### config.mk
export PLATFORM = sky130hd
export DESIGN_NAME = cic_decim
export DESIGN_NICKNAME = d
export VERILOG_FILES = /design/src/rtl/cic_decim.sv
export SDC_FILE = /design/constraint.sdc
export NUM_CORES = 1
export LEC_CHECK = 0
export BUFFER_PORTS_ARGS = -buffer_cell sky130_fd_sc_hd__buf_2
export CORE_MARGIN = 2
export CORE_UTILIZATION = 45
export CTS_CLUSTER_SIZE = 28
export DETAILED_ROUTE_END_ITERATION = 7
export MAX_ROUTING_LAYER = met4
export PLACE_DENSITY_LB_ADDON = 0.12
export SYNTH_ARGS = -nofsm -noshare
export SYNTH_HDL_FRONTEND = slang
export SYNTH_SLANG_ARGS = --single-unit
### constraint.sdc
create_clock -name clk_i -period 3.05 [get_ports clk_i]
set_input_delay 0.1525 -clock clk_i [delete_from_list [all_inputs] [get_ports clk_i]]
set_output_delay 0.1525 -clock clk_i [all_outputs]
set_load 0.01 [all_outputs]
### src/rtl/cic_decim.sv
// Hogenauer CIC decimator: N_STAGES integrators at input rate, decimate by 2**RATE_LOG2,
// N_STAGES differential-delay-1 combs at output rate; output is the MSB slice.
module cic_decim #(
    parameter int unsigned I_WIDTH   = 16,
    parameter int unsigned O_WIDTH   = 16,
    parameter int unsigned N_STAGES  = 3,
    parameter int unsigned RATE_LOG2 = 4
) (
    input  logic                      clk_i,
    input  logic                      rst_i,
    input  logic                      en_i,
    input  logic signed [I_WIDTH-1:0] data_i,
    output logic signed [O_WIDTH-1:0] data_o,
    output logic                      valid_o
);

    localparam int unsigned W_INT = I_WIDTH + N_STAGES * RATE_LOG2;
    localparam int unsigned CNT_W = (RATE_LOG2 > 0) ? RATE_LOG2 : 1;
    localparam int unsigned R     = 1 << RATE_LOG2;

    logic signed [W_INT-1:0] integ_q [N_STAGES];
    logic signed [W_INT-1:0] comb_q  [N_STAGES];
    logic signed [W_INT-1:0] dly_q   [N_STAGES];
    logic        [CNT_W-1:0] cnt_q, cnt_d;
    logic                    cnt_last;
    logic                    dec_stb_q;
    logic                    comb_vld_q;
    logic signed [W_INT-1:0] data_ext;

    // Sign-extended input; wrap modulo 2**W_INT is intended throughout.
    assign data_ext = W_INT'(data_i);

    // With R=1 the counter degenerates: every accepted sample is a decimation point.
    always_comb begin
        cnt_d    = '0;
        cnt_last = 1'b1;
        if (RATE_LOG2 > 0) begin
            cnt_d    = cnt_q + CNT_W'(1);
            cnt_last = (cnt_q == CNT_W'(R - 1));
        end
    end

    always_ff @(posedge clk_i) begin
        if (rst_i) begin
            for (int k = 0; k < N_STAGES; k++) begin
                integ_q[k] <= '0;
                comb_q[k]  <= '0;
                dly_q[k]   <= '0;
            end
            cnt_q      <= '0;
            dec_stb_q  <= 1'b0;
            comb_vld_q <= 1'b0;
            data_o     <= '0;
            valid_o    <= 1'b0;
        end else begin
            if (en_i) begin
                integ_q[0] <= integ_q[0] + data_ext;
                for (int k = 1; k < N_STAGES; k++) begin
                    integ_q[k] <= integ_q[k] + integ_q[k-1];
                end
                cnt_q <= cnt_d;
            end
            dec_stb_q <= en_i && cnt_last;

            if (dec_stb_q) begin
                comb_q[0] <= integ_q[N_STAGES-1] - dly_q[0];
                dly_q[0]  <= integ_q[N_STAGES-1];
                for (int k = 1; k < N_STAGES; k++) begin
                    comb_q[k] <= comb_q[k-1] - dly_q[k];
                    dly_q[k]  <= comb_q[k-1];
                end
            end
            comb_vld_q <= dec_stb_q;

            valid_o <= comb_vld_q;
            if (comb_vld_q) begin
                data_o <= comb_q[N_STAGES-1][W_INT-1 -: O_WIDTH];
            end
        end
    end

endmodule

==> impl_metrics.tcl <==
set metrics [dict create \
    outcome "completed" \
    fmax_mhz 344 \
    die-width_um 203 \
    ioPinCount 36 \
    fin_crit_sh_pct 95.3 \
    post-place-ws_ns 0.0618 \
    tns_ns 0 \
    start_util_pct 45.8 \
    p_leak_uw 0.00839 \
    slew_violations 0 \
    cts-htree-levels 1 \
    vias 12800 \
    initialDrtViolationCount 482 \
    drc_errors 0 \
    hpwl_mm 27.0 \
    mostFrequentLayoutCell "edfxtp_1" \
    port_buffers 35 \
    drv_cap 0 \
    critPathKind "reg2reg" \
    use_met3_pct 2.12 \
    synth-edff-count 240 \
    finClkSkew_ns 0.00928 \
    cts.clk_slew.worst_paths_ns 0.06 \
    placementRows 72 \
    grt-busiest-layer "met2" \
    yosys.cell_types.count 81 \
    mostFrequentLayoutCells "edfxtp_1 (240), nor2_1 (183), ha_1 (162)" \
    netlist_area_um2 17700 \
    crit_required_ns 3.48 \
    hold_violations 0 \
    place_congestion 0.909 \
    antennaDiodeCount 0 \
    syn_nets 1978 \
    viasPerCell 5.38 \
    worst_hold_slack_ns 0.0166 \
    slew_headroom_pct 39.1 \
    grt_pass1_wl_mm 61.4 \
    power_density_nw_per_um2 534 \
    clock-root-buffer "clkbuf_16" \
    tightestPinTransition_ns 0.912 \
    power_uw 10500 \
    cts_buffers 31 \
    synth-seq-cells 263 \
    arrival_ns 3.33 \
    grt_pass1_vias 12800 \
    dieHeight_um 203 \
    crit_fanout 3 \
    drt_wl_total_mm 36.7 \
    cts.sinks 263 \
    synth_cells 1792 \
    antenna_found_initial 0 \
    globalRouteMet2Util_pct 33.5 \
    coreArea_um2 38700 \
    yosysWarnings 0 \
    end_kind "flop" \
    fin_util_pct 50.9 \
    drtPass1Iterations 4 \
    syn_to_final_growth_pct 11.2 \
    ys_seq_area_share_pct 43.2 \
    use_met1_pct 21.2 \
    setup_viol 0 \
    hp-class "in2reg" \
    die-area_um2 41000 \
    async_flop_share_pct 0 \
    syn_avg_cell_area_um2 9.90 \
    cts_tree "built" \
    cts_max_path_buffers 3 \
    fin_nets 2021 \
    ant_nets 0 \
    max-vdd-ir-drop_v 0.000426 \
    synth-main-ff-cell "edfxtp_1" \
    grt_start_max_net_pins 85 \
    start_kind "flop" \
    min_period_ns 2.91 \
    wl_per_cell_um 15.4 \
    layout-drive-gt1-share_pct 8.49 \
    clock_latency_ns 0.58 \
    grt_overflow 0 \
    gr-usage-all-layers_pct 18.5 \
    layout_setup_ws_ns 0.143 \
]
cell families (layout without fill, tap and decap cells):
family	Yosys count	in the layout	synth area share (%)
buffers and inverters	170	238	3.60
AO/OA/AOI/OAI	469	469	17.7
XOR/XNOR	103	103	5.09
adder cells (fa/ha/maj)	167	167	12.0
AND/OR/NAND/NOR	594	594	16.9
flip-flops	263	263	43.2
multiplexers	26	26	1.47
sequential cells by signal (all words and copies together), names as in the netlist:
| register | count |
|---|---|
| comb_q | 72 |
| comb_vld_q | 1 |
| dly_q | 84 |
| integ_q | 84 |
| dec_stb_q | 1 |
| data_o | 16 |
| cnt_q | 4 |
| valid_o | 1 |
cell usage after synthesis (17+ instances only):
master / count / area, um^2
and3_1: 18 / 113
dfxtp_1: 23 / 460
ha_1: 162 / 2030
edfxtp_1: 240 / 7210
o21bai_1: 23 / 173
inv_1: 110 / 413
clkbuf_1: 56 / 210
o21ai_1: 22 / 110
o21a_1: 19 / 143
nand4_1: 19 / 119
mux2i_1: 25 / 250
a21o_1: 83 / 623
o21ai_0: 65 / 325
and2_1: 101 / 632
xor2_1: 43 / 377
nor2b_1: 17 / 106
nand3_1: 41 / 205
nor2_1: 183 / 687
nor3_1: 47 / 235
nand2b_1: 21 / 131
a21oi_1: 129 / 646
nand2_1: 87 / 327
xnor2_1: 60 / 526
where the power goes:
group | leakage (uW) | internal, uW | switching (uW)
registers | 0.00272 | 4170 | 154
clock network | 0.000491 | 2190 | 1500
logic | 0.00518 | 1060 | 1460
total | 0.00839 | 7420 | 3120
area by class of cell:
cell class	count	area, um^2
Clock buffer	32	779
Clock inverter	26	241
Fill cell	3569	19000
Inverter	112	420
Multi-Input combinational cell	1359	9480
Sequential cell	263	7670
Tap cell	518	648
Timing Repair Buffer	68	478
critical path, stage by stage (launching register included):
cell and delay [ns]:
edfxtp_1 0.40, ha_1 0.23, fa_1 0.41, a21o_1 0.17, a21o_1 0.20, a21oi_1 0.22
o21ai_1 0.16, a41oi_2 0.29, o211ai_1 0.21, a21oi_1 0.25, mux2i_1 0.21
final timing paths:
| kind | startpoint | end | slack [ns] | depth (start not counted) |
|---|---|---|---|---|
| max | integ_q[0][0]$_SDFFCE_PN0P_ | integ_q[0][26]$_SDFFCE_PN0P_ | 0.14 | 10 |
| max reg2reg | integ_q[0][0]$_SDFFCE_PN0P_ | integ_q[0][26]$_SDFFCE_PN0P_ | 0.14 | 10 |
| min | rst_i | cnt_q[1]$_SDFFE_PP0P_ | 0.02 | 2 |
| min reg2reg | cnt_q[3]$_SDFFE_PP0P_ | dec_stb_q$_SDFF_PP0_ | 0.47 | 2 |
per-layer routing:
metal  up-vias  part of all wire [%]
met5         -                     0
met4         0                   3.3
met3        68                   2.7
met2       154                    50
met1      5922                    44
li1       6641                     -
repair_timing:
action | in CTS | in global routing
resized for setup | 0 | 8
endpoints found under the setup margin | 0 | 13
buffers inserted | 0 | 2
hold buffers | 2 | 0
hold endpoints to repair | 5 | 0
stage by stage:
stage	cells	instance area (um^2)
2_1_floorplan	1792	17700
3_5_place_dp	2316	18600
6_report	2378	19700
5_1_grt	2378	19700
3_3_place_gp	2316	18600
4_1_cts	2376	19700
Power figures use the tool's default switching activity.
